$ cat src/rtl/turn_signal_monitor.sv
// Passive monitor for the six turn-signal lamp lines.
// The monitor registers one lamp sample, then classifies it on the following
// edge. It tracks the decoded mode, sweep and flash counts, and pattern or
// transition errors. Outputs follow a lamp change by two edges.
module turn_signal_monitor #(
   parameter int unsigned CW        = 8,
   parameter int unsigned IDLE_CYC  = 4,
   parameter int unsigned STUCK_MAX = 16
) (
   input  logic          Clk,
   input  logic          Rst,
   input  logic          L1,
   input  logic          L2,
   input  logic          L3,
   input  logic          R1,
   input  logic          R2,
   input  logic          R3,
   input  logic          err_clr,
   output logic [1:0]    mode,
   output logic [CW-1:0] left_sweeps,
   output logic [CW-1:0] right_sweeps,
   output logic [CW-1:0] emer_flashes,
   output logic          err,
   output logic [2:0]    err_code,
   output logic [CW-1:0] err_cnt
);

   localparam int unsigned IW = $clog2(IDLE_CYC + 1);
   localparam int unsigned SW = $clog2(STUCK_MAX + 1);

   typedef enum logic [3:0] {
      C_OFF, C_LA, C_LB, C_LC, C_RA, C_RB, C_RC, C_EMER, C_BAD
   } cls_e;

   typedef enum logic [1:0] {
      M_IDLE  = 2'b00,
      M_LEFT  = 2'b01,
      M_RIGHT = 2'b10,
      M_EMER  = 2'b11
   } mode_e;

   logic [5:0]    sample_q;
   cls_e          prev_q, prev_d;
   cls_e          cur;
   mode_e         mode_q, mode_d;
   logic [IW-1:0] idle_q, idle_d;
   logic [SW-1:0] hold_q, hold_d;
   logic [CW-1:0] left_q, left_d;
   logic [CW-1:0] right_q, right_d;
   logic [CW-1:0] flash_q, flash_d;
   logic [CW-1:0] err_cnt_q, err_cnt_d;
   logic          err_q, err_d;
   logic [2:0]    err_code_q, err_code_d;
   logic          stuck;
   logic          legal;

   function automatic logic [CW-1:0] sat_inc(input logic [CW-1:0] v);
      return (v == '1) ? v : v + CW'(1);
   endfunction

   function automatic logic is_legal(input cls_e p, input cls_e c);
      logic ok;
      case (p)
         C_OFF:   ok = c inside {C_OFF, C_LA, C_RA, C_EMER};
         C_EMER:  ok = (c == C_OFF);
         C_LA:    ok = c inside {C_LA, C_LB, C_OFF, C_EMER};
         C_LB:    ok = c inside {C_LB, C_LC, C_OFF, C_EMER};
         C_LC:    ok = c inside {C_OFF, C_EMER};
         C_RA:    ok = c inside {C_RA, C_RB, C_OFF, C_EMER};
         C_RB:    ok = c inside {C_RB, C_RC, C_OFF, C_EMER};
         C_RC:    ok = c inside {C_OFF, C_EMER};
         default: ok = 1'b1;
      endcase
      return ok;
   endfunction

   // Decode the registered lamp vector {L1,L2,L3,R1,R2,R3} into a pattern class
   always_comb begin
      cur = C_BAD;
      case (sample_q)
         6'b000000: cur = C_OFF;
         6'b100000: cur = C_LA;
         6'b110000: cur = C_LB;
         6'b111000: cur = C_LC;
         6'b000100: cur = C_RA;
         6'b000110: cur = C_RB;
         6'b000111: cur = C_RC;
         6'b111111: cur = C_EMER;
         default:   cur = C_BAD;
      endcase
   end

   // Next-state logic: transition check, hold/idle counters, mode, event counters, errors
   always_comb begin
      prev_d     = cur;
      mode_d     = mode_q;
      idle_d     = idle_q;
      hold_d     = '0;
      left_d     = left_q;
      right_d    = right_q;
      flash_d    = flash_q;
      err_d      = 1'b0;
      err_code_d = err_code_q;
      err_cnt_d  = err_cnt_q;
      legal      = is_legal(prev_q, cur);

      // Only the held patterns (LA/LB/RA/RB) count toward stuck.
      if (cur inside {C_LA, C_LB, C_RA, C_RB}) begin
         if (cur == prev_q)
            hold_d = (hold_q == SW'(STUCK_MAX)) ? hold_q : hold_q + SW'(1);
         else
            hold_d = SW'(1);
      end
      // Fire only on the edge where the count first reaches the limit.
      stuck = (hold_d == SW'(STUCK_MAX)) && (hold_q != SW'(STUCK_MAX));

      case (cur)
         C_LA, C_LB, C_LC: begin
            mode_d = M_LEFT;
            idle_d = '0;
         end
         C_RA, C_RB, C_RC: begin
            mode_d = M_RIGHT;
            idle_d = '0;
         end
         C_EMER: begin
            mode_d = M_EMER;
            idle_d = '0;
         end
         C_OFF: begin
            idle_d = (idle_q == IW'(IDLE_CYC)) ? idle_q : idle_q + IW'(1);
            if (idle_d == IW'(IDLE_CYC))
               mode_d = M_IDLE;
         end
         default: idle_d = '0;
      endcase

      if (prev_q == C_LB && cur == C_LC)
         left_d = sat_inc(left_q);
      if (prev_q == C_RB && cur == C_RC)
         right_d = sat_inc(right_q);
      if (prev_q == C_OFF && cur == C_EMER)
         flash_d = sat_inc(flash_q);

      // A new error takes precedence over err_clr on the same edge.
      if (cur == C_BAD || !legal || stuck) begin
         err_d     = 1'b1;
         err_cnt_d = sat_inc(err_cnt_q);
         if (cur == C_BAD)
            err_code_d = 3'd1;
         else if (!legal)
            err_code_d = 3'd2;
         else
            err_code_d = 3'd3;
      end else if (err_clr) begin
         err_code_d = 3'd0;
      end
   end

   // State registers with synchronous active-high reset
   always_ff @(posedge Clk) begin
      if (Rst) begin
         sample_q   <= '0;
         prev_q     <= C_OFF;
         mode_q     <= M_IDLE;
         idle_q     <= '0;
         hold_q     <= '0;
         left_q     <= '0;
         right_q    <= '0;
         flash_q    <= '0;
         err_q      <= 1'b0;
         err_code_q <= '0;
         err_cnt_q  <= '0;
      end else begin
         sample_q   <= {L1, L2, L3, R1, R2, R3};
         prev_q     <= prev_d;
         mode_q     <= mode_d;
         idle_q     <= idle_d;
         hold_q     <= hold_d;
         left_q     <= left_d;
         right_q    <= right_d;
         flash_q    <= flash_d;
         err_q      <= err_d;
         err_code_q <= err_code_d;
         err_cnt_q  <= err_cnt_d;
      end
   end

   assign mode         = mode_q;
   assign left_sweeps  = left_q;
   assign right_sweeps = right_q;
   assign emer_flashes = flash_q;
   assign err          = err_q;
   assign err_code     = err_code_q;
   assign err_cnt      = err_cnt_q;

endmodule

$ cat config.mk
export PLATFORM = sky130hd
export DESIGN_NAME = turn_signal_monitor
export DESIGN_NICKNAME = d
export VERILOG_FILES = /design/src/rtl/turn_signal_monitor.sv
export SDC_FILE = /design/constraint.sdc
export NUM_CORES = 1
export LEC_CHECK = 0
export CAP_MARGIN = 15
export CORE_MARGIN = 2
export CORE_UTILIZATION = 57
export DETAILED_ROUTE_END_ITERATION = 7
export HOLD_SLACK_MARGIN = 0.03
export PLACE_DENSITY_LB_ADDON = 0.2
export SLEW_MARGIN = 10
export SYNTH_ARGS = -nofsm -noshare
export SYNTH_HDL_FRONTEND = slang
export SYNTH_SLANG_ARGS = --single-unit
export TNS_END_PERCENT = 50
$ cat constraint.sdc
create_clock -name Clk -period 4.65 [get_ports Clk]
set_clock_uncertainty 0.05 [all_clocks]
set_input_delay 0.93 -clock Clk [delete_from_list [all_inputs] [get_ports Clk]]
set_output_delay 0.93 -clock Clk [all_outputs]
set_load 0.005 [all_outputs]
==> metrics.md, run 1 <==
| Metric | Value |
|---|---|
| Num Clock Sinks | `between 50 and 60` |
| Max-cap violations | `0` |
| Flop2flop setup slack | `roughly 1.8 ns` |
| Cell Chain, Critical Path | `nor3_1 > o21ai_0 > a21boi_1 > xnor2_1 > nand3_1 > a21boi_1 > mux2_1` |
| CP arrival | `~3 ns` |
| GP Congestion | `roughly 1.0` |
| CP required | `4.79 ns` |
| Mean routed wirelength per cell | `13.4 um` |
| Setup WS pre-CTS | `1.92 ns` |
| Die Area | `5560 um2` |
| Initial DRC count | `181` |
| IO Port Bufs | `45` |
| Highest routed layer | `met4` |
| Synth Area per Inst | `8.63 um2` |
| Count of pins over their slew limit | `0` |
| Status | `finished clean` |
| Top FF cell, synth | `dfxtp_1` |
| Post-synth EDFFs | `0` |
| Max-Slew Margin vs Limit | `35.1%` |
| M1 WL | `around 2700 um` |
| First-pass GRT wire length | `around 10000 um` |
| Count of state elements after synthesis | `55` |
| Ant. Diodes | `0` |
| Final setup fails | `0` |
| P_leak | `0.00121 uW` |
| Pwr per Cell Area | `253 nW/um2` |
| Fraction of registers with async set/reset | `0%` |
| Layout overhead on the synthesized area | `18.8%` |
| Clock slew at reported path FFs | `0.09 ns` |
| Slew @ Worst Pin | `0.973 ns` |
| Row count | `25` |
| Io pins | `47` |
| Total wire length | `5800 um` |
| Startpoint Class | `flop` |
| Largest net degree at the start of global routing | `60` |
| Root Driver | `clkbuf_8` |
| Via total after detailed routing | `2425` |
| ANT nets after route | `0` |
| Setup ws final | `roughly 1.8 ns` |
| Setup Crit Path Kind | `reg2reg` |
| CP max stage cell | `dfxtp_1` |
| Sequential area share after synthesis | `38.8%` |
| Syn_nets | `346` |
| HP Start | `err_code[1]$_SDFFE_PP0P_` |
| Core area | `4750 um2` |
| # DRC | `0` |
| Total gr overflow | `0` |
| Max Freq | `355 MHz` |
| Vias in the first global route | `2250` |
| CP dominant cell by count | `a21boi_1` |
| Fill cells | `393` |
| Reg-to-reg endpoint | `err_cnt[0]$_SDFFE_PP0P_` |
| Worst VDD drop | `0.000187 V` |
| Met2 Wirelength | `2620 um` |
| Clock Path Buffers | `2` |
| Distinct cells, synth | `50` |
| Reg-to-reg startpoint | `sample_q[5]$_SDFF_PP0_` |
| Worst-skew pair later-pin latency | `0.30 ns` |
| Initial DRT Pass Iterations | `5` |
| Die height | `74.6 um` |
| Cts bufs inserted | `5` |
| GRT Util Overall | `22.6%` |
| CTS Hold Bufs | `0` |
| DP HPWL | `4050 um` |
| Crit end category | `flop` |
| Hold Path Sink | `err_code[1]$_SDFFE_PP0P_` |
| Cells after synthesis | `roughly 330` |
| Hold depth | `2` |
| Initial Util | `~60%` |
| Layout cell share with drive strength beyond 1 | `around 5.2%` |
| Crit path max fanout | `16` |
| Setup TNS | `0 ns` |
| Max H-tree Level | `2` |
| Final period util | `60.6%` |
| Final Power | `between 800 and 900 uW` |
| Final min period | `~2.8 ns` |
| CTS tree | `done` |
| Hold Slack | `0.462 ns` |
| Crit path largest cell delay | `0.47 ns` |
| Reg2reg path depth | `7` |
| Cts repair resizes | `0` |
| Synth Cell Area | `2840 um2` |
| WL met3 | `approximately 360 um` |
| Final Net Count | `382` |
| Hold Path Class | `reg2reg` |
| Die width | `between 70 and 80 um` |
| Via density per instance | `5.61` |
| Unrepaired setup endpoints after global routing | `false` |
| Endpoints failing hold | `0` |
| Initial antenna violation count | `0` |
| YS warnings | `0` |
| Setup Buffers After CTS | `0` |
cell usage after synthesis, drive strengths merged, types with 8 or more instances:
cell | n | area, um2
nor2 | 45 | 169
nand2 | 24 | 90.1
dfxtp | 55 | 1100
nand3 | 14 | 70.1
clkbuf | 9 | 33.8
nand4 | 19 | 119
o21ai | 8 | 40.0
ha | 8 | 100
nor2b | 14 | 87.6
xnor2 | 9 | 78.8
a21oi | 16 | 91.3
xor2 | 18 | 158
nor3 | 9 | 55.1
state kept, by name, indices dropped and copies added (netlist names), 3 cells and up:
register      flops
hold_q            5
sample_q          6
right_sweeps      8
left_sweeps       8
emer_flashes      8
prev_q            4
err_cnt           8
idle_q            3
stage by stage:
step,area [um2],instances,utilization [%]
6_report,3370,432,71.0
5_1_grt,3370,432,71.0
4_1_cts,3370,432,71.0
3_5_place_dp,3290,425,69.1
3_3_place_gp,3290,425,69.1
2_1_floorplan,2840,329,-
report_power, final:
part           switching, uW  internal [uW]  leakage [uW]
clock                    143            117     0.0000470
sequential              20.1            483      0.000447
combinational           46.3           44.5      0.000719
cells by family after synthesis:
| logic type | Yosys count | synth area share, % |
|---|---|---|
| and+or+nand+nor | 155 | 28.1 |
| xor gates and xnor gates | 27 | 8.33 |
| adders and majority gates | 8 | 3.52 |
| other | 1 | 0.132 |
| DFF | 55 | 38.8 |
| muxes | 12 | 4.49 |
| AOI/OAI and AO/OA | 48 | 12.8 |
| buffers and inverters | 23 | 3.83 |
worst max path at each step:
stage          depth (start not counted)  slack, ns                    from                       to
5_1_grt                                7       1.57  sample_q[5]$_SDFF_PP0_  err_cnt[0]$_SDFFE_PP0P_
6_report                               7       1.83  sample_q[5]$_SDFF_PP0_  err_cnt[0]$_SDFFE_PP0P_
3_3_place_gp                           7       1.98  sample_q[5]$_SDFF_PP0_  err_cnt[0]$_SDFFE_PP0P_
2_1_floorplan                          9       2.37  sample_q[3]$_SDFF_PP0_  err_cnt[3]$_SDFFE_PP0P_
4_1_cts                                7       1.89  sample_q[5]$_SDFF_PP0_  err_cnt[0]$_SDFFE_PP0P_
3_5_place_dp                           7       1.92  sample_q[5]$_SDFF_PP0_  err_cnt[0]$_SDFFE_PP0P_
layer usage:
| layer | vias to the layer above | track usage [%] |
|---|---|---|
| li1 | 1219 | - |
| met1 | 1119 | 29.6 |
| met2 | 70 | 34.8 |
| met3 | 17 | 6.64 |
| met4 | 0 | 9.33 |
| met5 | - | 0 |
cell type report:
type	count	area [um2]	share of cell area, %
Clock buffer	6	82.6	2.45
Clock inverter	1	5.00	0.148
Inverter	7	26.3	0.779
Multi-Input combinational cell	251	1630	48.3
Sequential cell	55	1100	32.6
Tap cell	67	83.8	2.48
Timing Repair Buffer	45	445	13.2
worst max-delay path, delay by kind of cell (launching register included):
kind | cells | cell delay, ns
AND/OR/NAND/NOR | 2 | 0.84
AO/OA/AOI/OAI | 3 | 0.82
flip-flops | 1 | 0.47
multiplexers | 1 | 0.35
XOR/XNOR | 1 | 0.18
cells in the final DEF (no fill, tap or decap), types with 8 or more instances in the layout:
| master | n |
|---|---|
| dfxtp_1 | 55 |
| nand2_1 | 24 |
| o21ai_0 | 8 |
| xor2_1 | 18 |
| ha_1 | 8 |
| xnor2_1 | 9 |
| clkdlybuf4s50_1 | 44 |
| nor2b_1 | 14 |
| a21oi_1 | 15 |
| nor2_1 | 45 |
| nand3_1 | 14 |
| nand4_1 | 19 |
No activity file was read; power rests on OpenSTA's default activity.
==> inputs of run 2 (changes only) <==
--- a/config.mk
+++ b/config.mk
@@ -7,7 +7,7 @@
 export LEC_CHECK = 0
 export CAP_MARGIN = 15
 export CORE_MARGIN = 2
-export CORE_UTILIZATION = 57
+export CORE_UTILIZATION = 53
 export DETAILED_ROUTE_END_ITERATION = 7
 export HOLD_SLACK_MARGIN = 0.03
 export PLACE_DENSITY_LB_ADDON = 0.2
==> constraint.sdc (replaced) <==
create_clock -name Clk -period 2.9 [get_ports Clk]
set_clock_uncertainty 0.05 [all_clocks]
set_input_delay 0.58 -clock Clk [delete_from_list [all_inputs] [get_ports Clk]]
set_output_delay 0.58 -clock Clk [all_outputs]
set_load 0.005 [all_outputs]
==> run 2 against run 1 <==
Effect of this change: critical path depth grew 1; sequential power grew 60%; fmax grew 7.7%; final area grew 1.0%; sequential share of layout area shrank 0.34 points; routed wire length shrank 2.9%; register-to-register slack lost 1.5 ns; critical endpoint is now err_cnt[6]$_SDFFE_PP0P_; largest cell class unchanged; highest routed layer unchanged.
==> metrics.md, run 2 (synthesized netlist as in run 1, its figures left out) <==
| Metric | Value |
|---|---|
| Status | `finished clean` |
| Row count | `26` |
| Clock slew at reported path FFs | `0.09 ns` |
| Setup TNS | `0 ns` |
| Commonest non-fill, non-tap cells in the layout | `dfxtp_1, nor2_1, clkdlybuf4s50_1, nand2_1, nand4_1` |
| Largest net degree at the start of global routing | `41` |
| Top cell family by delay on the critical path | `compound AO/OA/AOI/OAI gates` |
| Layout overhead on the synthesized area | `20.0%` |
| Total wire length | `around 5600 um` |
| DP HPWL | `4090 um` |
| Die height | `77.2 um` |
| Hold Path Class | `reg2reg` |
| Setup Buffers After CTS | `0` |
| IO Port Bufs | `45` |
| Max H-tree Level | `2` |
| Final Power | `1360 uW` |
| Cts bufs inserted | `5` |
| First-pass GRT wire length | `9670 um` |
| Fill cells | `456` |
| Crit path largest cell delay | `0.62 ns` |
| Initial Util | `55.3%` |
| Via density per instance | `5.48` |
| Initial antenna violation count | `0` |
| Final min period | `roughly 2.6 ns` |
| Mean routed wirelength per cell | `approximately 13 um` |
| CP arrival | `2.73 ns` |
| Io pins | `47` |
| Max-cap violations | `0` |
| Clock Path Buffers | `2` |
| GRT Util Overall | `a little under a fifth` |
| # DRC | `0` |
| Startpoint Class | `flop` |
| Cell Chain, Critical Path | `nor3_1 > o21ai_0 > a21bo_2 > o2111a_1 > nand3_1 > buf_4 > a2111oi_4 > a211oi_2` |
| Initial DRT Pass Iterations | `4` |
| Unrepaired setup endpoints after global routing | `false` |
| Cts repair resizes | `0` |
| CTS Hold Bufs | `0` |
| Ant. Diodes | `0` |
| Pwr per Cell Area | `approximately 400 nW/um2` |
| Count of pins over their slew limit | `0` |
| Reg area | `~1100 um2` |
| Initial DRC count | `206` |
| Crit end category | `flop` |
| Setup Crit Path Kind | `reg2reg` |
| Final period util | `90.2%` |
| Worst VDD drop | `0.000245 V` |
| Crit path max fanout | `16` |
| Core area | `about 5100 um2` |
| Endpoints failing hold | `0` |
| Num Clock Sinks | `55` |
| Max Freq | `382 MHz` |
| Post-Place Cells | `433` |
| Die Area | `approximately 6000 um2` |
| P_leak | `about 0.0012 uW` |
| CP max stage cell | `dfxtp_1` |
| Bufs and invs on worst path | `1` |
| Layout cell share with drive strength beyond 1 | `6.20%` |
| Die width | `77.2 um` |
| CTS tree | `done` |
| Final setup fails | `0` |
| Root Driver | `clkbuf_8` |
| Worst-skew pair later-pin latency | `approximately 0.30 ns` |
| Via total after detailed routing | `between 2000 and 2500` |
| CP required | `~3.0 ns` |
| Commonest non-fill, non-tap cell in the layout | `dfxtp_1` |
| GP Congestion | `0.968` |
| Non-Filler Instances | `about 440` |
| ANT nets after route | `0` |
| Final Net Count | `387` |
| Hold Slack | `0.453 ns` |
| Max-Slew Margin vs Limit | `53.9%` |
| Slew @ Worst Pin | `0.692 ns` |
| Vias in the first global route | `around 2300` |
| Multi-input combinational cell area | `1630 um2` |
| Total gr overflow | `0` |
[run 2: cell types whose count changed in the layout (fill, tap and decap cells not counted), sizes merged]
| cell | change |
|---|---|
| buf | +5 |
| clkbuf | +1 |
[run 2: cell type report]
class | instances | area share (%)
timing repair buffer | 50 | 14.2
clock inverter | 1 | 0.147
tap | 70 | 2.57
inverter | 7 | 0.771
clock buffer | 7 | 2.24
multi-input combinational | 251 | 47.8
sequential | 55 | 32.3
[run 2: worst reg2reg max path: stages, from the launching register on]
cell and delay (ns):
dfxtp_1 0.62, nor3_1 0.18, o21ai_0 0.38, a21bo_2 0.20, o2111a_1 0.17, nand3_1 0.21, buf_4 0.24, a2111oi_4 0.35
a211oi_2 0.07
[run 2: report_power, final]
part           total (uW)  switching (uW)  internal (uW)
registers             806            31.6            774
clock network         404             234            170
logic                 146            72.9           73.6
[run 2: worst paths after layout]
| kind | slack [ns] | to | cells after the start | from |
|---|---|---|---|---|
| max | 0.29 | err_cnt[6]$_SDFFE_PP0P_ | 8 | sample_q[5]$_SDFF_PP0_ |
| min reg2reg | 0.45 | mode[1]$_SDFFE_PP0P_ | 2 | mode[1]$_SDFFE_PP0P_ |
| max reg2reg | 0.29 | err_cnt[6]$_SDFFE_PP0P_ | 8 | sample_q[5]$_SDFF_PP0_ |
| min | 0.45 | mode[1]$_SDFFE_PP0P_ | 2 | mode[1]$_SDFFE_PP0P_ |
[run 2: metal layers]
layer / GRT usage, % / wire (um) / vias to the layer above
li1: - / - / 1232
met1: 24.7 / 2660 / 1106
met5: 0 / 0 / -
met4: 5.18 / 36 / 0
met2: 31.8 / 2630 / 70
met3: 4.35 / 302 / 7
[run 2: through the flow]
stage	utilization, %	setup slack (ns)	area (um2)
2_1_floorplan	-	0.616	2840
3_3_place_gp	64.8	0.375	3330
3_5_place_dp	64.8	0.299	3330
4_1_cts	66.3	0.273	3410
5_1_grt	66.3	0.0152	3410
6_report	66.3	0.285	3410
==> inputs of run 3 (changes only) <==
--- a/config.mk
+++ b/config.mk
@@ -5,9 +5,11 @@
 export SDC_FILE = /design/constraint.sdc
 export NUM_CORES = 1
 export LEC_CHECK = 0
+export ABC_CLOCK_PERIOD_IN_PS = 2900
 export CAP_MARGIN = 15
-export CORE_MARGIN = 2
+export CORE_MARGIN = 10
 export CORE_UTILIZATION = 53
+export CTS_CLUSTER_SIZE = 12
 export DETAILED_ROUTE_END_ITERATION = 7
 export HOLD_SLACK_MARGIN = 0.03
 export PLACE_DENSITY_LB_ADDON = 0.2
==> run 3 against run 2 <==
Effect of this change: hold slack gained 0.0034 ns; largest power group unchanged; fmax grew 3.0%; final area grew 1.2%.
==> metrics.md, run 3 (synthesized netlist as in run 1, its figures left out) <==
| Metric | Value |
|---|---|
| Status | `finished clean` |
| Row count | `26` |
| Reg-to-reg startpoint | `sample_q[5]$_SDFF_PP0_` |
| Core area | `5140 um2` |
| Setup TNS | `0 ns` |
| Initial DRC count | `~170` |
| CTS Hold Bufs | `0` |
| WL met3 | `341 um` |
| Pwr per Cell Area | `between 400 and 500 nW/um2` |
| Final Power | `1410 uW` |
| ANT nets after route | `0` |
| Final setup fails | `0` |
| DP Area | `3350 um2` |
| Total gr overflow | `0` |
| Cts repair resizes | `0` |
| Setup WS pre-CTS | `roughly 0.41 ns` |
| Root Driver | `clkbuf_8` |
| Via total after detailed routing | `2383` |
| Initial DRT Pass Iterations | `4` |
| Startpoint Class | `flop` |
| CP required | `3.04 ns` |
| Endpoints failing hold | `0` |
| # DRC | `0` |
| P_leak | `0.00126 uW` |
| GP Congestion | `a little over 0.9` |
| Layout overhead on the synthesized area | `21.5%` |
| Flop2flop setup slack | `0.36 ns` |
| Fin util | `between 60% and 70%` |
| Die Area | `8690 um2` |
| CTS tree | `done` |
| IO Port Bufs | `45` |
| Cts bufs inserted | `5` |
| Final min period | `approximately 2.5 ns` |
| Setup Crit Path Kind | `reg2reg` |
| Max-Slew Margin vs Limit | `a little under half` |
| Crit end category | `flop` |
| Io pins | `47` |
| Reg-to-reg endpoint | `err_cnt[0]$_SDFFE_PP0P_` |
| Final Instance Area | `3450 um2` |
| Vias in the first global route | `2319` |
| Final Net Count | `390` |
| Setup Buffers After CTS | `0` |
| Commonest non-fill, non-tap cells in the layout | `dfxtp_1, nor2_1, clkdlybuf4s50_1, nand2_1, nand4_1` |
| Crit path max fanout | `16` |
| Unrepaired setup endpoints after global routing | `false` |
| Layout cell share with drive strength beyond 1 | `under 10%` |
| Final period util | `87.6%` |
| Initial Util | `~55%` |
| Ant. Diodes | `0` |
| Total wire length | `6080 um` |
| Commonest non-fill, non-tap cell in the layout | `dfxtp_1` |
| Clock Path Buffers | `2` |
| M1 WL | `about 3000 um` |
| Via density per instance | `5.37` |
| Worst VDD drop | `0.000323 V` |
| Clock slew at reported path FFs | `0.09 ns` |
| Die height | `between 90 and 100 um` |
| Reg2reg path depth | `8` |
| Initial antenna violation count | `0` |
| Num Clock Sinks | `between 50 and 60` |
| Worst-skew pair later-pin latency | `0.30 ns` |
| Hold depth | `2` |
| HP Start | `mode[1]$_SDFFE_PP0P_` |
| Max Freq | `394 MHz` |
| CP arrival | `~2.7 ns` |
| Die width | `~93 um` |
| Max-cap violations | `0` |
| Max H-tree Level | `2` |
| Setup ws final | `0.360 ns` |
| Mean routed wirelength per cell | `13.7 um` |
| Highest routed layer | `met4` |
| Largest net degree at the start of global routing | `48` |
| Count of pins over their slew limit | `0` |
| Hold Path Class | `reg2reg` |
| Hold Path Sink | `mode[1]$_SDFFE_PP0P_` |
| First-pass GRT wire length | `about 11000 um` |
| Slew @ Worst Pin | `0.783 ns` |
| Met2 Wirelength | `2730 um` |
| DP HPWL | `between 4000 and 5000 um` |
| GRT Util Overall | `roughly 15%` |
[run 3: cell count changes in the layout (fill, tap and decap cells not counted)]
cell / delta
buf_4: +3
clkbuf_1: -1
clkinv_2: -1
clkbuf_8: +2
[run 3: through the flow]
stage / hold slack, ns / instances
after floorplan: 0.432 / 329
after global placement: 0.432 / 436
after detailed placement: 0.431 / 436
after CTS: 0.456 / 444
after global routing: 0.485 / 444
final: 0.456 / 444
[run 3: worst max path at each step]
stage / start / end / slack (ns) / depth (start not counted)
after global routing: sample_q[5]$_SDFF_PP0_ / err_cnt[0]$_SDFFE_PP0P_ / 0.14 / 8
after CTS: sample_q[5]$_SDFF_PP0_ / err_cnt[0]$_SDFFE_PP0P_ / 0.40 / 8
after global placement: sample_q[5]$_SDFF_PP0_ / err_cnt[0]$_SDFFE_PP0P_ / 0.44 / 8
final: sample_q[5]$_SDFF_PP0_ / err_cnt[0]$_SDFFE_PP0P_ / 0.36 / 8
after detailed placement: sample_q[5]$_SDFF_PP0_ / err_cnt[0]$_SDFFE_PP0P_ / 0.41 / 8
after floorplan: sample_q[3]$_SDFF_PP0_ / err_cnt[3]$_SDFFE_PP0P_ / 0.62 / 9
[run 3: area by class of cell]
type / instances / area [um2]
sequential: 55 / 1100
timing repair buffer: 53 / 505
clock buffer: 8 / 100
multi-input combinational: 251 / 1630
tap: 70 / 87.6
inverter: 7 / 26.3
fill: 471 / 1690
[run 3: metal layers]
metal | global-route usage, % | vias to the layer above
met1 | 18.7 | 1071
met4 | 4.63 | 0
li1 | - | 1243
met5 | 0 | -
met2 | 22.7 | 61
met3 | 4.72 | 8
[run 3: worst max-delay path, stage by stage (launching register included)]
cell and delay (ns):
dfxtp_1 0.63, and4_1 0.33, o21ai_0 0.10, a21boi_1 0.26, xnor2_1 0.19, nand3_1 0.10, buf_4 0.19, a21boi_1 0.24
mux2_1 0.35
[run 3: where the power goes]
part | internal [uW] | switching (uW) | leakage (uW) | total (uW)
Combinational | 77.4 | 76.8 | 0.000758 | 154
Clock | 218 | 236 | 0.0000515 | 454
Sequential | 774 | 30.1 | 0.000447 | 804
Total | 1070 | 343 | 0.00126 | 1410
